$ cat src/rtl/serial_pkg.sv
// Shared definitions for the single-wire serial link (receive and transmit sides).
package serial_pkg;

    typedef enum logic [1:0] {
        IDLE   = 2'd0,
        DATA   = 2'd1,
        PARITY = 2'd2,
        STOP   = 2'd3
    } serial_state_e;

    localparam logic LVL_IDLE  = 1'b1;
    localparam logic LVL_START = 1'b0;
    localparam logic LVL_STOP  = 1'b1;

endpackage

$ cat src/rtl/sync_2ff.sv
// Two-flop falling-edge synchronizer for the serial line; resets to the idle level.
module sync_2ff
    import serial_pkg::*;
(
    input  logic clk,
    input  logic clr,
    input  logic d,
    output logic q
);

    logic meta;

    always_ff @(negedge clk or negedge clr) begin
        if (!clr) begin
            meta <= LVL_IDLE;
            q    <= LVL_IDLE;
        end else begin
            meta <= d;
            q    <= meta;
        end
    end

endmodule

$ cat src/rtl/serial_rx.sv
// Serial frame receiver: start, LSB-first data, optional even parity, stop.
// Delivers frames through a valid/ack hold register with error flags.
module serial_rx
    import serial_pkg::*;
#(
    parameter int DATA_BITS = 8,
    parameter bit PARITY_EN = 1'b0
) (
    input  logic                 clk,
    input  logic                 clr,
    input  logic                 rx,
    input  logic                 bit_en,
    input  logic                 ack,
    output logic [DATA_BITS-1:0] data,
    output logic                 valid,
    output logic                 par_err,
    output logic                 frame_err,
    output logic                 overrun
);

    localparam int            CW       = $clog2(DATA_BITS);
    localparam logic [CW-1:0] CNT_LAST = CW'(DATA_BITS - 1);

    serial_state_e        state;
    logic [CW-1:0]        cnt;
    logic [DATA_BITS-1:0] shift;
    logic                 p;
    logic                 rx_s;
    logic                 load;

    sync_2ff u_sync (
        .clk (clk),
        .clr (clr),
        .d   (rx),
        .q   (rx_s)
    );

    assign load = bit_en && (state == STOP) && (rx_s == LVL_STOP);

    always_ff @(negedge clk or negedge clr) begin
        if (!clr) begin
            state     <= IDLE;
            cnt       <= '0;
            shift     <= '0;
            p         <= 1'b0;
            data      <= '0;
            valid     <= 1'b0;
            par_err   <= 1'b0;
            frame_err <= 1'b0;
            overrun   <= 1'b0;
        end else begin
            frame_err <= 1'b0;

            // A load on the same edge as ack keeps valid set; ack only counts against a held word.
            if (load) begin
                data    <= shift;
                valid   <= 1'b1;
                par_err <= PARITY_EN ? (^shift ^ p) : 1'b0;
                if (valid && !ack)
                    overrun <= 1'b1;
            end else if (valid && ack) begin
                valid <= 1'b0;
            end

            if (bit_en) begin
                unique case (state)
                    IDLE: begin
                        if (rx_s == LVL_START) begin
                            state <= DATA;
                            cnt   <= '0;
                        end
                    end
                    DATA: begin
                        shift <= {rx_s, shift[DATA_BITS-1:1]};
                        cnt   <= cnt + CW'(1);
                        if (cnt == CNT_LAST)
                            state <= PARITY_EN ? PARITY : STOP;
                    end
                    PARITY: begin
                        p     <= rx_s;
                        state <= STOP;
                    end
                    STOP: begin
                        if (rx_s != LVL_STOP)
                            frame_err <= 1'b1;
                        state <= IDLE;
                    end
                    default: state <= IDLE;
                endcase
            end
        end
    end

endmodule
$ cat config.mk
export PLATFORM = sky130hd
export DESIGN_NAME = serial_rx
export DESIGN_NICKNAME = d
export VERILOG_FILES = /design/src/rtl/serial_pkg.sv /design/src/rtl/sync_2ff.sv /design/src/rtl/serial_rx.sv
export SDC_FILE = /design/constraint.sdc
export NUM_CORES = 1
export LEC_CHECK = 0
export BUFFER_PORTS_ARGS = -buffer_cell sky130_fd_sc_hd__buf_2
export CAP_MARGIN = 15
export CORE_MARGIN = 2
export CORE_UTILIZATION = 37
export DETAILED_ROUTE_END_ITERATION = 10
export HOLD_SLACK_MARGIN = 0.08
export SLEW_MARGIN = 40
export SYNTH_ARGS = -nofsm -noshare
export SYNTH_HDL_FRONTEND = slang
export SYNTH_SLANG_ARGS = --single-unit
$ cat constraint.sdc
create_clock -name clk -period 1.4 [get_ports clk]
set_clock_uncertainty 0.05 [all_clocks]
set_input_delay 0.14 -clock clk [delete_from_list [all_inputs] [get_ports clk]]
set_output_delay 0.14 -clock clk [all_outputs]
set_load 0.01 [all_outputs]
==> results of run 1 <==
[placed cells by master, fill, tap and decap left out, types with 2 or more instances in the layout]
cell	synthesis	layout
ha_4	0	3
inv_1	4	3
buf_12	0	2
dfstp_2	2	2
buf_6	0	7
buf_2	0	15
nand2_1	3	2
buf_4	1	18
a22o_1	2	2
ha_1	5	2
dfrtn_1	24	24
o21ai_2	1	2
inv_2	0	2
mux2_4	1	18
clkbuf_4	0	3
[routing by layer]
layer	GRT usage (%)	wire, µm	up-vias
li1	-	-	327
met1	18.91	963	323
met2	20.85	906	14
met3	2.721	69	2
met4	2.990	8	0
met5	0	0	-
[final timing paths]
kind | start | end | slack [ns] | cells after the start
max in group asynchronous | clr | data[7] | 0.65 | 2
setup reg to reg | state[0] | state[1] | -0.11 | 5
min in group clk | u_sync.meta | u_sync.q | 0.30 | 0
setup / recovery | data[4] | data[4] | -0.37 | 1
hold reg to reg | u_sync.meta | u_sync.q | 0.30 | 0
hold / removal | clr | valid | 0.24 | 1
[where the power goes]
| part | internal [W] | switching [W] | leakage (nW) |
|---|---|---|---|
| Combinational | 0.00113 | 0.000589 | 0.491 |
| Clock | 0.000297 | 0.000239 | 0.0386 |
| Sequential | 0.00111 | 0.000219 | 0.314 |
| Total | 0.00253 | 0.00105 | 0.844 |
[repair_timing]
| item | 4_1_cts | 5_1_grt |
|---|---|---|
| resized for setup | 12 | 6 |
| gates cloned | 0 | 0 |
| pin swaps | 3 | 4 |
| endpoints found under the setup margin | 32 | 32 |
| setup buffers | 10 | 5 |
[through the flow]
step / area, µm² / hold slack (ns)
after floorplan: 1140 / 0.2952
after detailed placement: 1349 / 0.3004
final: 1602 / 0.2402
after global routing: 1602 / 0.2503
after CTS: 1545 / 0.2466
after global placement: 1349 / 0.2990
[cell type report]
class / count / area [µm²] / area share (%)
Multi-Input combinational cell: 38 / 509.2 / 31.80
Inverter: 3 / 11.26 / 0.7031
Sequential cell: 26 / 653.1 / 40.78
Timing Repair Buffer: 42 / 329.1 / 20.55
Clock inverter: 3 / 37.54 / 2.344
Tap cell: 31 / 38.79 / 2.422
Clock buffer: 3 / 22.52 / 1.406
[flip-flops by register name, indices dropped and copies added, names as in the netlist, 2 cells and up]
name / cells
data: 8
shift: 8
cnt: 3
state: 2
[kinds of logic after synthesis]
kind of cell               share of synthesized area [%]
muxes                                              20.69
buffers and inverters                              2.153
adders and majority gates                          5.981
and+or+nand+nor                                    3.589
AOI/OAI and AO/OA                                  4.785
other                                             0.3585
DFF                                                62.44
==> impl_metrics.env, run 1 <==
export IMPL_clock_latency_ns=0.37
export IMPL_place_hpwl_um=1296
export IMPL_dp_cells=126
export IMPL_vias_per_cell=4.562
export IMPL_hold_path_class="in2async"
export IMPL_synth_cell_types=19
export IMPL_crit_required_ns=1.21
export IMPL_dp_slack_ns=-0.3953
export IMPL_worstSetupStartpointType="register"
export IMPL_post_route_worst_setup_slack_ns=-0.3676
export IMPL_crit_chain="buf_2"
export IMPL_wire_per_inst_um=13.34
export IMPL_drive_gt1_share_pct=66.96
export IMPL_yosysWarnings=0
export IMPL_synth_area_leader_cell="dfrtn_1"
export IMPL_grt_ovfl_total=0
export IMPL_syn_area_mm2=0.001046
export IMPL_final_util_pct=59.10
export IMPL_cts_root_buffer_cell="clkbuf_4"
export IMPL_synthCells=69
export IMPL_cts_tree="built"
export IMPL_drt_total_wl_um=1948
export IMPL_worstPathMaxFanout=2
export IMPL_pin_count=17
export IMPL_ys_flop_type="dfrtn_1"
export IMPL_yosysTopAreaCellShare_pct=57.42
export IMPL_power_w=0.003582
export IMPL_drt_pass1_iter_count=4
export IMPL_syn_num_nets=79
export IMPL_powerDensity_mw_per_mm2=2237
export IMPL_ys_ff_latch=26
export IMPL_drc_errors=0
export IMPL_synth_area_top_cells="dfrtn_1 57%, mux2_2 18%, ha_1 6.0%"
export IMPL_cts_buffers=3
export IMPL_rsz0062_at_grt="true"
export IMPL_critical_path_max_stage_delay_ns=0.44
export IMPL_dieArea_mm2=0.003268
export IMPL_slowest_stage="dfrtn_1"
export IMPL_drv_slew=0
export IMPL_ant_nets=0
export IMPL_grt_max_degree=16
export IMPL_synth_seq_area_share_pct=62.44
export IMPL_numPortBuffers=15
export IMPL_grt_pass1_vias=717
export IMPL_start_util_pct=38.60
export IMPL_clkTransAtPathRegs_ns=0.10
export IMPL_drv_cap=0
export IMPL_n_antenna_cell=0
export IMPL_antenna_found_initial=0
export IMPL_setup_viol=30
export IMPL_area_growth_pct=53.11
export IMPL_worst_path_buf_inv=1
export IMPL_track_usage_pct=13.22
export IMPL_synthTopCellsByCount="24 x dfrtn_1, 17 x mux2_2, 5 x ha_1"
export IMPL_cts_sinks=26
export IMPL_grt_pass1_wl_um=3312
export IMPL_synth_edff_count=0
export IMPL_cts_hold_buf=0
export IMPL_end_kind="output pin"
export IMPL_status="finished, violations left"
export IMPL_n_fill_cell=234
export IMPL_globalplace_congestion=0.7851
export IMPL_hold_violations=0
export IMPL_die_height_um=57.17
export IMPL_drtIter0Drc=11
export IMPL_avgSynthCellArea_um2=15.16
export IMPL_vias=666
export IMPL_nets=126
export IMPL_core_mm2=0.002710
export IMPL_crit_family="flip-flops"
export IMPL_max_clock_path_buffers=2
export IMPL_rows=19
export IMPL_finalNonFillerCells=146
export IMPL_critPathArrivalTime_ns=1.58
export IMPL_async_flop_share_pct=100.0
export IMPL_violations="setup timing"
export IMPL_critPathKind="reg2out"
export IMPL_p_leak_nw=0.8436
export IMPL_die_width_um=57.17
export IMPL_tns_ns=-5.151
export IMPL_vdd_ir_drop_max_mv=1.357
export IMPL_synth_most_common_cell="dfrtn_1"
export IMPL_cts_htree_levels=1
Note: power is estimated with default switching activity, not from simulation.
==> run 2, diff against run 1 <==
--- a/config.mk
+++ b/config.mk
@@ -5,12 +5,13 @@
 export SDC_FILE = /design/constraint.sdc
 export NUM_CORES = 1
 export LEC_CHECK = 0
-export BUFFER_PORTS_ARGS = -buffer_cell sky130_fd_sc_hd__buf_2
 export CAP_MARGIN = 15
 export CORE_MARGIN = 2
 export CORE_UTILIZATION = 37
 export DETAILED_ROUTE_END_ITERATION = 10
+export DONT_BUFFER_PORTS = 1
 export HOLD_SLACK_MARGIN = 0.08
+export PLACE_DENSITY = 0.63
 export SLEW_MARGIN = 40
 export SYNTH_ARGS = -nofsm -noshare
 export SYNTH_HDL_FRONTEND = slang
==> run 2 against run 1 <==
The run still ends with setup timing left. Final area decreased by 13%. Sequential cell count unchanged. Critical path depth decreased by 1. First-iteration DRC count decreased by 55%. Clock-buffer cell count unchanged.
==> impl_metrics.env, run 2 (same netlist as run 1, synthesis figures left out) <==
export IMPL_powerDensity_mw_per_mm2=2342
export IMPL_post_route_worst_setup_slack_ns=-0.2895
export IMPL_layout_common_cells="24 x dfrtn_1, 18 x mux2_4, 7 x buf_4"
export IMPL_violations="setup timing"
export IMPL_power_w=0.003270
export IMPL_antenna_found_initial=0
export IMPL_vdd_ir_drop_max_mv=1.105
export IMPL_place_hpwl_um=1126
export IMPL_drc_errors=0
export IMPL_dp_slack_ns=-0.2375
export IMPL_clkTransAtPathRegs_ns=0.10
export IMPL_cts_sinks=26
export IMPL_biggestRegsByFlops="data: 8 flops, shift: 8 flops, cnt: 3 flops"
export IMPL_grt_ovfl_total=0
export IMPL_pwr_share_clk_pct=16.5
export IMPL_ant_nets=0
export IMPL_dieArea_mm2=0.003268
export IMPL_grt_pass1_wl_um=3194
export IMPL_grt_max_degree=25
export IMPL_max_clock_path_buffers=2
export IMPL_cts_tree="built"
export IMPL_globalplace_congestion=0.7510
export IMPL_n_antenna_cell=0
export IMPL_nets=96
export IMPL_intPower_w=0.002271
export IMPL_drv_cap=0
export IMPL_hold_violations=0
export IMPL_end_kind="output pin"
export IMPL_place_area_mm2=0.001209
export IMPL_hold_path_class="in2async"
export IMPL_rows=19
export IMPL_final_util_pct=51.52
export IMPL_crit_required_ns=1.21
export IMPL_drv_slew=0
export IMPL_wire_per_inst_um=16.31
export IMPL_status="finished, violations left"
export IMPL_grt_pass1_vias=629
export IMPL_start_util_pct=38.60
export IMPL_n_fill_cell=237
export IMPL_die_width_um=57.17
export IMPL_drt_total_wl_um=1892
export IMPL_cts_root_buffer_cell="clkbuf_4"
export IMPL_clock_latency_ns=0.37
export IMPL_pin_count=17
export IMPL_p_leak_nw=0.6915
export IMPL_cts_buffers=3
export IMPL_rsz0062_at_grt="true"
export IMPL_cts_htree_levels=1
export IMPL_drive_gt1_share_pct=55.29
export IMPL_p_comb_share_pct=40.0
export IMPL_numPortBuffers=0
export IMPL_critPathArrivalTime_ns=1.50
export IMPL_multi_input_area_um2=526.8
export IMPL_worstPathMaxFanout=2
export IMPL_vias=579
export IMPL_drt_pass1_iter_count=2
export IMPL_final_common_cell="dfrtn_1"
export IMPL_die_height_um=57.17
export IMPL_area_growth_pct=33.49
export IMPL_track_usage_pct=13.12
export IMPL_vias_per_cell=4.991
export IMPL_core_mm2=0.002710
export IMPL_drtIter0Drc=5
export IMPL_postLayoutCellArea_mm2=0.001396
export IMPL_worstSetupStartpointType="register"
export IMPL_sw_frac_of_total_pct=30.55
export IMPL_finalNonFillerCells=116
export IMPL_setup_viol=27
export IMPL_p_switching_w=0.0009990
export IMPL_dp_cells=104
export IMPL_final_seq_area_um2=653.1
export IMPL_critPathKind="reg2out"
export IMPL_power_frac_seq_pct=43.5
[run 2: worst reg2reg max path, cell delays in order, from the launching register on]
cell	delay [ns]
dfrtn_1	0.51
inv_2	0.07
ha_4	0.17
a21boi_4	0.16
o21ai_2	0.09
mux2_4	0.30
[run 2: area by class of cell]
type | instances | share of cell area [%]
Sequential cell | 26 | 46.77
Tap cell | 31 | 2.778
Inverter | 3 | 0.8065
Timing Repair Buffer | 11 | 7.616
Multi-Input combinational cell | 39 | 37.72
Clock inverter | 3 | 2.688
Clock buffer | 3 | 1.613
[run 2: final timing paths]
path / startpoint / endpoint / slack (ns) / depth (start not counted)
max: data[3] / data[3] / -0.29 / 0
min: clr / shift[6] / 0.15 / 1
max reg2reg: state[0] / state[1] / -0.10 / 5
min reg2reg: u_sync.meta / u_sync.q / 0.31 / 0
max in group asynchronous: clr / valid / 0.97 / 1
min in group clk: u_sync.meta / u_sync.q / 0.31 / 0
[run 2: power by group through the flow]
stage | Combinational [W] | Clock [W] | Sequential [W]
2_1_floorplan | 0.000828 | 0.0000134 | 0.00135
3_3_place_gp | 0.000975 | 0.0000134 | 0.00142
5_1_grt | 0.00142 | 0.000595 | 0.00147
6_report | 0.00131 | 0.000539 | 0.00142
4_1_cts | 0.00120 | 0.000563 | 0.00143
3_5_place_dp | 0.00100 | 0.0000134 | 0.00143
[run 2: through the flow]
step | hold slack (ns) | setup TNS, ns
after floorplan | 0.2952 | -1.826
after global placement | 0.2975 | -2.688
after detailed placement | 0.2982 | -2.910
after CTS | 0.1442 | -3.596
after global routing | 0.1393 | -5.446
final | 0.1501 | -3.912
[run 2: timing repair]
item                                   CTS  global route
pin swaps                                4             4
buffers inserted                         2             3
hold buffers                             1             0
resized for setup                       10             4
setup endpoints to repair               32            29
cloned                                   1             0
endpoints found under the hold margin   24             0
[run 2: per-layer routing]
metal	vias up	GRT usage, %	routed length (µm)
li1	269	-	-
met1	297	18.18	839
met2	11	20.20	966
met3	2	3.628	66
met4	0	3.987	19
met5	-	0	0
